==> src/rtl/clk_div_ctrl.sv <==
// clk_div_ctrl: programmable 50%-duty clock divider; new half-periods apply only at full-period boundaries
module clk_div_ctrl #(
    parameter int               CNT_W      = 16,
    parameter logic [CNT_W-1:0] RESET_HALF = 16'd4
) (
    input  logic             clk_source,
    input  logic             rst,
    input  logic             cfg_valid,
    input  logic [CNT_W-1:0] cfg_half,
    output logic             cfg_ready,
    output logic             clk_out,
    output logic             clk_tick,
    output logic             busy,
    output logic [CNT_W-1:0] cur_half
);
    typedef enum logic [1:0] {STOP, RUN, PEND} state_t;
    state_t           state_q, state_d;
    logic [CNT_W-1:0] cnt_q, cnt_d, half_q, half_d, shadow_q, shadow_d;
    logic             out_q, out_d, tick_q, tick_d, busy_q, busy_d;
    logic             xfer, wrap;
    assign cfg_ready = state_q != PEND;
    assign xfer      = cfg_valid && cfg_ready;
    assign wrap      = cnt_q == half_q - CNT_W'(1);
    assign clk_out   = out_q;
    assign clk_tick  = tick_q;
    assign busy      = busy_q;
    assign cur_half  = half_q;
    always_comb begin
        state_d  = state_q;
        cnt_d    = cnt_q;
        half_d   = half_q;
        shadow_d = shadow_q;
        out_d    = out_q;
        tick_d   = 1'b0;
        busy_d   = busy_q;
        if (state_q == STOP) begin
            cnt_d = '0;
            out_d = 1'b0;
            if (xfer) begin
                half_d  = cfg_half;
                state_d = cfg_half != '0 ? RUN : STOP;
            end
        end else begin
            cnt_d  = wrap ? '0 : cnt_q + CNT_W'(1);
            out_d  = wrap ? !out_q : out_q;
            tick_d = wrap && !out_q;
            if (state_q == RUN && xfer) begin
                shadow_d = cfg_half;
                busy_d   = 1'b1;
                state_d  = PEND;
            end
            // falling edge closes the period: safe point to swap in the shadow value
            if (state_q == PEND && wrap && out_q) begin
                half_d  = shadow_q;
                busy_d  = 1'b0;
                state_d = shadow_q == '0 ? STOP : RUN;
            end
        end
    end
    always_ff @(posedge clk_source or posedge rst) begin
        if (rst) begin
            state_q  <= RESET_HALF != '0 ? RUN : STOP;
            cnt_q    <= '0;
            half_q   <= RESET_HALF;
            shadow_q <= '0;
            out_q    <= 1'b0;
            tick_q   <= 1'b0;
            busy_q   <= 1'b0;
        end else begin
            state_q  <= state_d;
            cnt_q    <= cnt_d;
            half_q   <= half_d;
            shadow_q <= shadow_d;
            out_q    <= out_d;
            tick_q   <= tick_d;
            busy_q   <= busy_d;
        end
    end
endmodule

==> config.mk <==
export PLATFORM = sky130hd
export DESIGN_NAME = clk_div_ctrl
export DESIGN_NICKNAME = d
export VERILOG_FILES = /design/src/rtl/clk_div_ctrl.sv
export SDC_FILE = /design/constraint.sdc
export NUM_CORES = 1
export LEC_CHECK = 0
export BUFFER_PORTS_ARGS = -buffer_cell sky130_fd_sc_hd__buf_4
export CORE_MARGIN = 1.5
export CORE_UTILIZATION = 58
export DETAILED_ROUTE_END_ITERATION = 6
export PLACE_DENSITY = 0.84
export SYNTH_ARGS = -nofsm -noshare
export SYNTH_HDL_FRONTEND = slang
export SYNTH_SLANG_ARGS = --single-unit
==> constraint.sdc <==
create_clock -name clk_source -period 3.3 [get_ports clk_source]
set_input_delay 0.33 -clock clk_source [delete_from_list [all_inputs] [get_ports clk_source]]
set_output_delay 0.33 -clock clk_source [all_outputs]
set_load 0.005 [all_outputs]
# Yosys cells after proc, flatten, opt, wreduce, memory -nomap -nowiden
# Cells that the tools add are included.
# Widths: inputs -> output; s select.
# word_totals
regBits	53
wordCells	48
# op_classes
add_sub_neg	2
eq_ne	5
mux	16
n_bitwise	1
reduce_logical	17
# op_table
op	n
$mux 16	5
$add 16x1->16 const B	1
$eq 16x16->1	1
$logic_not 16->1	1
$reduce_bool 16->1	1
$sub 16x1->16 const B	1
$mux 2	4
$reduce_and 2->1	4
$mux 1	7
$reduce_bool 2->1	3
$logic_and 1x1->1	5
$ne 2x2->1 const B	2
$reduce_bool 3->1	1
$eq 2x1->1 const B	1
$eq 2x2->1 const B	1
$logic_not 2->1	1
$logic_not 1->1	1
$not 1->1	1

# Longest topological paths before layout
# Gate-level depths: netlist (run 1).
# depth
depth_word	6
mapped_depth	11
depth_no_buf	8

# Least setup slack after synthesis (run 1)
# No wires, ideal clock.
# synth_path
kind	register -> register
start	reg half_q[0] (netlist: cur_half[0])
end	reg half_q[10] (netlist: cur_half[10])
arrival_ps	2614
path_slack_ps	560
stages_incl_launch_ff	12
path_cell_list	dfrtp_1 > inv_1 > ha_1 > or4b_1 > buf_2 > a211o_1 > a21o_1 > a2111oi_4 > nand4_1 > buf_6 > buf_8 > mux2i_1
# synth_via
elab_chain_cells	6
# synth_lines
element	line_no	text
start: declaration	18	logic [CNT_W-1:0] cnt_q, cnt_d, half_q, half_d, shadow_q, shadow_d;
start signal: assignment	72	half_q <= half_d;
$sub 16x1->16	23	assign wrap = cnt_q == half_q - CNT_W'(1);
$eq 16x16->1	23	
$logic_and 1x1->1 (2 in a row)	53	if (state_q == PEND && wrap && out_q) begin
$reduce_bool 2->1 (no line)	n/a	
$reduce_and 2->1 (no line)	n/a	
# No other way between the ends.
# A chain may end at the register's enable or synchronous reset.

# Worst setup path in the final report (run 1)
# layout_path
start	reg half_q[0] (netlist: cur_half[0])
end	reg cnt_q[7]
# layout_via
elab_chain_cells	4
# layout_lines
element	line_no	text
$sub 16x1->16	23	
$eq 16x16->1	23	
$mux 16	44	cnt_d = wrap ? '0 : cnt_q + CNT_W'(1);
$mux 16	36	if (state_q == STOP) begin
net cnt_d[7]	18	
end signal: assignment	71	cnt_q <= cnt_d;
end: declaration	18	
# The timed path passes the listed nets, and every way through them passes these cells.

==> summary.txt, run 1 <==
Logic synthesis
  – FFs w/ async S/R, synth: 100%
  – Synth top cells by count: dfrtp_1, mux2i_1, nor2_1
  – EDFF count, synth: 0
  – Most frequent cell after synthesis: dfrtp_1
  – Synth area leaders: dfrtp_1, mux2i_1, mux2_2
  – Register area share after synthesis: 40.7%
  – Post-synthesis compound-gate area fraction: 10.1%
  – Syn Nets: 349
  – Synth Area in XOR/XNOR: 8.32%
  – Mux contribution to synthesized area: 15.7%
  – Post-Synth Adder-Cell Area: 0.767%
  – #FFs+latches synth: 53
  – Synth cell types: 50
  – Most used DFF post-synth: dfrtp_1
  – Largest family of logic cells by synthesized area: simple AND/OR/NAND/NOR gates
  – Synth top area share: 39.1%
  – Ys Warns: 0
  – Syn_area_per_cell: 9.94 um^2
  – Mapped Area: 3260 um^2
  – Yosys top cell by area: dfrtp_1
  – Mapped Cells: 328
  – Simple-gate share of the synthesized area: 20.6%

Power
  – Internal cell power: 1.52 mW
  – Power share of the clock group: 18.0%
  – IR drop worst, VDD: 381 uV
  – Psw: 0.927 mW
  – Pwr dens: 664 nW/um^2
  – Sequential share of power: 43.5%
  – Leak pwr: 1.66 nW
  – Share of total power in combinational logic: 38.5%
  – Switching share of total power: 38.0%

Timing
  – Final count of negative-setup-slack endpoints: 0
  – Final period util: 91.7%
  – Max Freq: 331 MHz
  – Hold Vio Cnt, Final: 0
  – Unrepaired setup endpoints after global routing: no
  – Final Critical Period: 3.03 ns
  – Relative slew slack: 26.5%
  – Clock skew: 0.0128 ns
  – Max Slew Vio Count: 0
  – Final TNS setup: 0 ns
  – Least-Margin Pin Slew: 1.10 ns

CTS
  – CTS tree: built
  – Clk root buf: clkbuf_8
  – Clk slew on worst S/H paths: 0.10 ns
  – H-tree Lvls: 2
  – Max Root-Sink Buffers: 2
  – CTS buffer count: 5
  – Clock sink total: 53
  – Post-cts hold buffer count: 0
  – Post-CTS Setup Repair Bufs: 0
  – Clock Latency Late Sink: 0.31 ns
  – Post-CTS sizing: 0

Routing
  – Via count: 2701
  – DR pass1 iterations: 5
  – DR WL met3: 462 um
  – WL/cell: 17.7 um
  – Via density: 6.27
  – # DRC: 0
  – Total Wirelength: 7610 um
  – Post-DRT Antenna Nets: 0
  – Metal-1 WL: 3400 um
  – Highest routed layer: met4
  – DR WL met2: 3590 um
  – Drt initial violations: 234

Cells and area
  – Share of cells above drive strength 1: 21.7%
  – N_diodes: 0
  – Area Overhead vs Synth: 12.8%
  – # nets final: 380
  – Final Util: 67.2%

Place
  – Placer Congestion: 0.931
  – # port buffers: 38
  – Dpl hpwl: 5510 um

Global route
  – Vias in the first global route: 2557
  – First-pass GRT wire length: 12600 um
  – Largest net degree at the start of global routing: 54
  – Initial antenna violation count: 0
  – GRT Total Usage: 26.3%
  – GRT Residual Overflow: 0

Worst setup path
  – WS Path Type: register to register
  – CP Data Arrival Time: 3.20 ns
  – Crit-path max FO: 15
  – CP Data Required Time: 3.48 ns
  – Setup crit end kind: register
  – Worst setup SP type: register

Outcome
  – Outcome: finished clean

Hold path
  – Min-delay worst type: primary input to register

Die
  – Rows: 27
  – Die Span Y: 78.0 um
  – Die area: 6080 um^2
  – Initial Util: 59.6%
  – # IOs: 39
  – Core Region: 5470 um^2
  – Die W: 78.0 um

Run
  – Max_cap viols: 0
-- cells by family after synthesis --
| kind of cell | Yosys count |
|---|---|
| simple gates | 123 |
| flops | 53 |
| mux | 49 |
| compound gates | 46 |
| xor+xnor | 31 |
| buf+inv | 24 |
| fa+ha+maj | 2 |
-- worst paths after layout --
path / from / endpoint / slack, ns / cells past startpoint
worst min-delay path: cfg_half[8] / shadow_q[8]$_DFFE_PP0P_ / 0.28 / 2
min in group asynchronous: rst / cnt_q[9]$_DFF_PP0_ / 0.30 / 2
max in group asynchronous: rst / cur_half[11]$_DFFE_PP0P_ / 2.33 / 2
worst max-delay path: cur_half[0]$_DFFE_PP0P_ / cnt_q[7]$_DFF_PP0_ / 0.27 / 8
worst min register to register: shadow_q[6]$_DFFE_PP0P_ / shadow_q[6]$_DFFE_PP0P_ / 0.54 / 1
worst max register to register: cur_half[0]$_DFFE_PP0P_ / cnt_q[7]$_DFF_PP0_ / 0.27 / 8
-- stage by stage --
step | hold WS (ns) | cell area [um^2] | worst slack [ns] | instances | total power [mW]
after floorplan | 0.481 | 3260 | 0.560 | 328 | 1.69
after global placement | 0.510 | 3570 | 0.413 | 424 | 1.96
after detailed placement | 0.520 | 3570 | 0.328 | 424 | 2.00
after CTS | 0.269 | 3680 | 0.304 | 431 | 2.44
after global routing | 0.268 | 3680 | 0.0243 | 431 | 2.60
final | 0.276 | 3680 | 0.275 | 431 | 2.44
-- area by class of cell --
class	count	area (um^2)
Fill cell	441	1790
Timing Repair Buffer	42	315
Tap cell	72	90.1
Multi-Input combinational cell	251	1810
Clock inverter	2	38.8
Inverter	6	22.5
Clock buffer	5	68.8
Sequential cell	53	1330
-- cell usage in the layout (no fill, tap or decap), types with 8 or more instances in the layout --
master and count:
xor2_1 18, nand3_1 8, dfrtp_1 51, nor2_1 27, buf_4 42, nand4_1 10
mux2i_1 32, or3_1 19, nand2_1 11, mux2_2 17, o21ai_0 18, xnor2_1 13
nor4_1 13
-- registers in the layout, indices dropped and copies added (netlist names) --
signal,count
busy,1
clk_out,1
clk_tick,1
cnt_q,16
cur_half,16
shadow_q,16
state_q,2
-- critical path, stage by stage (launching register included) --
cell,delay [ns]
dfrtp_1,0.44
inv_1,0.11
ha_1,0.23
or4b_1,0.56
a211o_1,0.26
a21o_1,0.21
a2111oi_4,0.40
a41o_1,0.56
nor2_1,0.11
-- routing by layer --
metal  GRT usage [%]  vias up
met2            40.8      116
met3            4.82       20
met1            36.8     1304
met5               0        -
li1                -     1261
met4            9.11        0
-- power by group through the flow --
stage	Combinational (mW)	Sequential (mW)	Clock, mW
after floorplan	0.725	0.968	0
after global placement	0.894	1.06	0
after detailed placement	0.930	1.07	0
after CTS	0.935	1.05	0.450
after global routing	1.04	1.09	0.476
final	0.940	1.06	0.440
(Power assumes the default switching activity.)
==> run 2, diff against run 1 <==
--- a/config.mk
+++ b/config.mk
@@ -8,4 +8,6 @@
 export BUFFER_PORTS_ARGS = -buffer_cell sky130_fd_sc_hd__buf_4
+export CELL_PAD_IN_SITES_DETAIL_PLACEMENT = 1
+export CELL_PAD_IN_SITES_GLOBAL_PLACEMENT = 2
 export CORE_MARGIN = 1.5
-export CORE_UTILIZATION = 58
+export CORE_UTILIZATION = 37
 export DETAILED_ROUTE_END_ITERATION = 6
==> constraint.sdc (replaced) <==
create_clock -name clk_source -period 3.3 [get_ports clk_source]
set_input_delay 0.495 -clock clk_source [delete_from_list [all_inputs] [get_ports clk_source]]
set_output_delay 0.495 -clock clk_source [all_outputs]
set_load 0.005 [all_outputs]
==> run 2 against run 1 <==
Effect of this change:
- cell area is 2.2% higher
- worst setup slack lost 0.090 ns
- clock skew grew 0.0016 ns
- die area rose by 54%
- core utilization is 24 points lower
- sequential power barely moved
- total power rose by 0.90%
==> summary.txt, run 2 (synthesis results as in run 1) <==
Outcome
  – Outcome: finished clean

Cells and area
  – # nets final: 386
  – N_diodes: 0
  – Commonest cells after routing, fill and taps aside: dfrtp_1, buf_4, mux2i_1, nor2_1, or3_1
  – Filler Cell Count: 995
  – Share of cells above drive strength 1: 23.2%
  – Most common cell after layout, fill and taps aside: dfrtp_1
  – Design area: 3760 um^2
  – Area Overhead vs Synth: 15.3%

Worst setup path
  – Setup crit end kind: register
  – Number of cells on the critical path: 8
  – CP Cell Sequence: inv_1 > ha_1 > or4b_1 > a211o_1 > a21o_1 > a2111oi_4 > a41o_1 > nor2_1
  – WS Path Type: register to register
  – Crit-path max FO: 15
  – Worst reg-to-reg setup slack: 0.18 ns
  – Critical R2R Launch: cur_half[0]$_DFFE_PP0P_
  – FF-to-FF End: cnt_q[4]$_DFF_PP0_
  – Worst path max stage delay: 0.60 ns
  – CP Data Arrival Time: 3.28 ns
  – Worst path bufs/invs: 1
  – Crit path max-delay family: compound AO/OA/AOI/OAI gates
  – FF-to-FF path depth: 8
  – CP Data Required Time: 3.47 ns
  – Crit path from: cur_half[0]$_DFFE_PP0P_
  – Worst setup SP type: register
  – Critical path's slowest cell: a41o_1

Place
  – Pre-CTS WS: 0.179 ns
  – Dpl hpwl: 6430 um
  – # port buffers: 38
  – Cell area after placement: 3660 um^2
  – Placer Congestion: 0.768

Routing
  – Via density: 5.59
  – Highest routed layer: met4
  – Drt initial violations: 89
  – DR WL met2: 4340 um
  – DR pass1 iterations: 4
  – Via count: 2652
  – DR WL met3: 147 um
  – # DRC: 0
  – WL/cell: 18.3 um
  – Total Wirelength: 8690 um
  – Metal-1 WL: 4150 um
  – Post-DRT Antenna Nets: 0

Global route
  – GRT Total Usage: 19.3%
  – Vias in the first global route: 2833
  – GRT Residual Overflow: 0
  – Largest net degree at the start of global routing: 36
  – Initial antenna violation count: 0
  – First-pass GRT wire length: 14800 um

CTS
  – Clk slew on worst S/H paths: 0.11 ns
  – CTS buffer count: 5
  – Post-CTS sizing: 0
  – Clk root buf: clkbuf_8
  – Max Root-Sink Buffers: 2
  – Clock Latency Late Sink: 0.31 ns
  – H-tree Lvls: 2
  – Clock sink total: 53
  – Post-cts hold buffer count: 0
  – Post-CTS Setup Repair Bufs: 0
  – CTS tree: built

Die
  – Core Region: 8640 um^2
  – Rows: 34
  – Die Span Y: 96.9 um
  – Die W: 96.9 um
  – Die area: 9390 um^2
  – # IOs: 39
  – Initial Util: 37.8%

Power
  – Leak pwr: 1.69 nW
  – Total power: 2.46 mW
  – Pwr dens: 655 nW/um^2
  – IR drop worst, VDD: 244 uV

Timing
  – Final TNS setup: 0 ns
  – Max Slew Vio Count: 0
  – Setup WS post-layout: 0.185 ns
  – Final Critical Period: 3.12 ns
  – Unrepaired setup endpoints after global routing: no
  – Final count of negative-setup-slack endpoints: 0
  – Least-Margin Pin Slew: 0.895 ns
  – Max Freq: 321 MHz
  – Final period util: 94.4%
  – Clock skew: 0.0144 ns
  – Relative slew slack: 40.1%
  – Hold Vio Cnt, Final: 0

Hold path
  – Min-delay worst type: primary input to asynchronous set/reset pin

Run
  – Max_cap viols: 0
run 2: cell types whose count changed in the layout (fill, tap and decap cells not counted):
cell,change
clkbuf_8,+1
clkinv_4,+1
bufinv_16,-1
buf_4,+6
run 2: layout make-up:
type                            count  area, um^2  area share [%]
Timing Repair Buffer               48         360            9.58
Clock inverter                      2        17.5           0.466
Tap cell                          108         135            3.59
Multi-Input combinational cell    251        1810            48.2
Inverter                            6        22.5           0.599
Clock buffer                        6        82.6            2.20
Sequential cell                    53        1330            35.3
run 2: worst max path at each step:
stage	to	slack, ns
final	cnt_q[4]$_DFF_PP0_	0.18
after global routing	cnt_q[5]$_DFF_PP0_	0.006
after CTS	cnt_q[4]$_DFF_PP0_	0.15
after detailed placement	cnt_q[15]$_DFF_PP0_	0.18
after global placement	cnt_q[14]$_DFF_PP0_	0.30
after floorplan	cur_half[10]$_DFFE_PP0P_	0.56
run 2: stage by stage:
stage / utilization (%) / hold WS [ns] / instances
after floorplan: - / 0.497 / 328
after global placement: 42.4 / 0.511 / 466
after detailed placement: 42.4 / 0.521 / 466
after CTS: 43.6 / 0.186 / 474
after global routing: 43.6 / 0.204 / 474
final: 43.6 / 0.175 / 474
run 2: layer usage:
metal  track usage [%]  vias to the layer above
li1                  -                     1275
met1              25.9                     1340
met2              33.7                       32
met3              2.46                        5
met4              3.34                        0
met5                 0                        -
run 2: power by group:
group	switching, mW	internal, mW
Sequential	0.233	0.813
Combinational	0.504	0.506
Clock	0.233	0.175
==> run 3, diff against run 2 <==
ABC_AREA = 1   (was not set)
CORE_UTILIZATION = 33   (was 37)
TNS_END_PERCENT = 10   (was not set)
==> run 3 against run 2 <==
Effect of this change:
- fmax increased by 33%
- combinational power increased by 36%
- worst hold slack improved by 0.13 ns
- first-iteration DRC count decreased by 27%
- sequential share of layout area increased by 1.7 points
- die area increased by 7.0%
- cell count increased by 21%
- global-route usage decreased by 1.3 points
- critical endpoint is now cur_half[1]$_DFFE_PP0P_
- largest cell class unchanged
==> summary.txt, run 3 <==
Timing
  – Final TNS setup: 0 ns
  – Relative slew slack: 26.1%
  – Hold Vio Cnt, Final: 0
  – Unrepaired setup endpoints after global routing: no
  – Final Critical Period: 2.35 ns
  – Max Freq: 426 MHz
  – Final count of negative-setup-slack endpoints: 0
  – Least-Margin Pin Slew: 1.11 ns
  – Max Slew Vio Count: 0
  – Fin Hold WS: 0.307 ns
  – Final period util: 71.2%
  – Clock skew: 0.0105 ns

Global route
  – Largest net degree at the start of global routing: 36
  – Initial antenna violation count: 0
  – Vias in the first global route: 2821
  – GRT Residual Overflow: 0
  – First-pass GRT wire length: 14100 um
  – GRT Total Usage: 18.0%

Logic synthesis
  – Mapped Area: 3120 um^2
  – Largest family of logic cells by synthesized area: simple AND/OR/NAND/NOR gates
  – Ys Warns: 0
  – FFs w/ async S/R, synth: 100%
  – Synth top area share: 40.9%
  – Simple-gate share of the synthesized area: 33.6%
  – Synth Area in XOR/XNOR: 4.77%
  – Mapped Cells: 425
  – Syn Nets: 446
  – EDFF count, synth: 0
  – Post-Synth Adder-Cell Area: 0.802%
  – Most frequent cell after synthesis: nand2_1
  – Most used DFF post-synth: dfrtp_1
  – Synth cell types: 32
  – Synth top cells by count: nand2_1, inv_1, dfrtp_1
  – Mux contribution to synthesized area: 0%
  – Yosys top cell by area: dfrtp_1
  – Post-synthesis compound-gate area fraction: 9.59%
  – Register area share after synthesis: 42.6%
  – #FFs+latches synth: 53
  – Syn_area_per_cell: 7.34 um^2
  – Synth area leaders: dfrtp_1, nand2_1, o21ai_0

Worst setup path
  – CP Data Arrival Time: 2.59 ns
  – Crit-path max FO: 27
  – FF-to-FF End: cur_half[1]$_DFFE_PP0P_
  – WS Path Type: register to register
  – Critical R2R Launch: cur_half[0]$_DFFE_PP0P_
  – CP Data Required Time: 3.54 ns
  – Worst reg-to-reg setup slack: 0.95 ns
  – Worst setup SP type: register
  – FF-to-FF path depth: 14
  – Setup crit end kind: register

Routing
  – DR WL met2: 3880 um
  – Via density: 4.83
  – DR WL met3: 242 um
  – Total Wirelength: 8290 um
  – DR pass1 iterations: 4
  – WL/cell: 14.4 um
  – Drt initial violations: 65
  – Metal-1 WL: 4040 um
  – Post-DRT Antenna Nets: 0
  – Via count: 2773
  – Highest routed layer: met4
  – # DRC: 0

Run
  – Max_cap viols: 0

Die
  – Rows: 35
  – Core Region: 9200 um^2
  – Die W: 100 um
  – Die area: 10000 um^2
  – # IOs: 39
  – Die Span Y: 100 um
  – Initial Util: 33.9%

Cells and area
  – Commonest cells after routing, fill and taps aside: nand2_1, inv_1, dfrtp_1, nor2_1, o21ai_0
  – Non-Filler Instances: 574
  – Area Overhead vs Synth: 15.0%
  – Share of cells above drive strength 1: 14.5%
  – # nets final: 483
  – N_diodes: 0
  – Filler Cell Count: 1156
  – Most common cell after layout, fill and taps aside: nand2_1

CTS
  – CTS buffer count: 5
  – Clock sink total: 53
  – CTS tree: built
  – Max Root-Sink Buffers: 2
  – H-tree Lvls: 2
  – Clock Latency Late Sink: 0.32 ns
  – Post-CTS sizing: 0
  – Clk slew on worst S/H paths: 0.11 ns
  – Post-cts hold buffer count: 0
  – Post-CTS Setup Repair Bufs: 0
  – Clk root buf: clkbuf_8

Power
  – Psw: 1.31 mW
  – Pwr dens: 811 nW/um^2
  – IR drop worst, VDD: 232 uV
  – Internal cell power: 1.59 mW
  – Sequential share of power: 38.7%
  – Share of total power in combinational logic: 47.2%
  – Switching share of total power: 45.2%
  – Leak pwr: 1.80 nW
  – Power share of the clock group: 14.1%

Outcome
  – Outcome: finished clean

Place
  – # port buffers: 38
  – Placer Congestion: 0.776
  – Dpl hpwl: 6470 um
  – Placed cells: 566

Hold path
  – Min-delay worst type: primary input to asynchronous set/reset pin
-- run 3: cell types whose count changed after synthesis, sizes merged, moves of 19 or more --
cell / delta
o21ai: +33
nand3: +19
inv: +49
nand2: +117
nor2: +24
mux2i: -32
or3: -19
-- run 3: power by group through the flow --
stage                     Combinational (mW)  Sequential, mW  Clock, mW
after CTS                               1.40            1.13      0.427
after detailed placement                1.39            1.14          0
after global placement                  1.36            1.13          0
final                                   1.37            1.13      0.410
after global routing                    1.59            1.17      0.451
after floorplan                        0.996            1.07          0
-- run 3: kinds of logic (layout without fill, tap and decap cells) --
kind of cell | count (synthesis) | count (layout)
AO/OA/AOI/OAI | 56 | 56
XOR/XNOR | 17 | 17
adder cells (fa/ha/maj) | 2 | 2
buffers and inverters | 64 | 102
flip-flops | 53 | 53
AND/OR/NAND/NOR | 233 | 233
-- run 3: how the worst max path moves through the flow --
stage                                   end                    start  slack, ns  cells after the start
CTS                     clk_out$_DFFE_PP0P_  cur_half[0]$_DFFE_PP0P_       0.90                     13
detailed placement      clk_out$_DFFE_PP0P_  cur_half[0]$_DFFE_PP0P_       0.90                     13
finish              cur_half[1]$_DFFE_PP0P_  cur_half[0]$_DFFE_PP0P_       0.95                     14
global route        cur_half[0]$_DFFE_PP0P_  cur_half[0]$_DFFE_PP0P_       0.64                     14
floorplan           cur_half[0]$_DFFE_PP0P_  cur_half[0]$_DFFE_PP0P_       1.24                     14
global placement        clk_out$_DFFE_PP0P_  cur_half[0]$_DFFE_PP0P_       1.00                     13
-- run 3: area by class of cell --
| type | count | area, um^2 | area share, % |
|---|---|---|---|
| Clock buffer | 6 | 82.6 | 2.30 |
| Sequential cell | 53 | 1330 | 37.0 |
| Inverter | 55 | 206 | 5.76 |
| Tap cell | 111 | 139 | 3.87 |
| Clock inverter | 2 | 16.3 | 0.453 |
| Multi-Input combinational cell | 308 | 1520 | 42.4 |
| Timing Repair Buffer | 39 | 293 | 8.16 |
-- run 3: worst max-delay path: stages (launching register included) --
cell and delay, ns:
dfrtp_1 0.42, inv_1 0.15, ha_1 0.26, nand3_2 0.16
nor2_4 0.18, o21ai_1 0.08, nand2_1 0.06, nand2_1 0.05
nor2_1 0.10, nand2_1 0.10, nor2_4 0.16, nand3_4 0.18
nand2_8 0.20, nand2_1 0.08, o21ai_0 0.09
-- run 3: routing by layer --
metal  up-vias  global-route usage [%]
met2        34                    29.9
met1      1308                    24.2
li1       1422                       -
met5         -                       0
met3         9                    2.72
met4         0                    5.85
-- run 3: stage by stage --
step / worst slack, ns / cell area [um^2] / power (mW) / utilization [%]
2_1_floorplan: 1.24 / 3120 / 2.06 / -
3_3_place_gp: 1.00 / 3490 / 2.49 / 37.9
3_5_place_dp: 0.905 / 3490 / 2.53 / 37.9
4_1_cts: 0.903 / 3590 / 2.96 / 39.0
5_1_grt: 0.640 / 3590 / 3.20 / 39.0
6_report: 0.950 / 3590 / 2.91 / 39.0
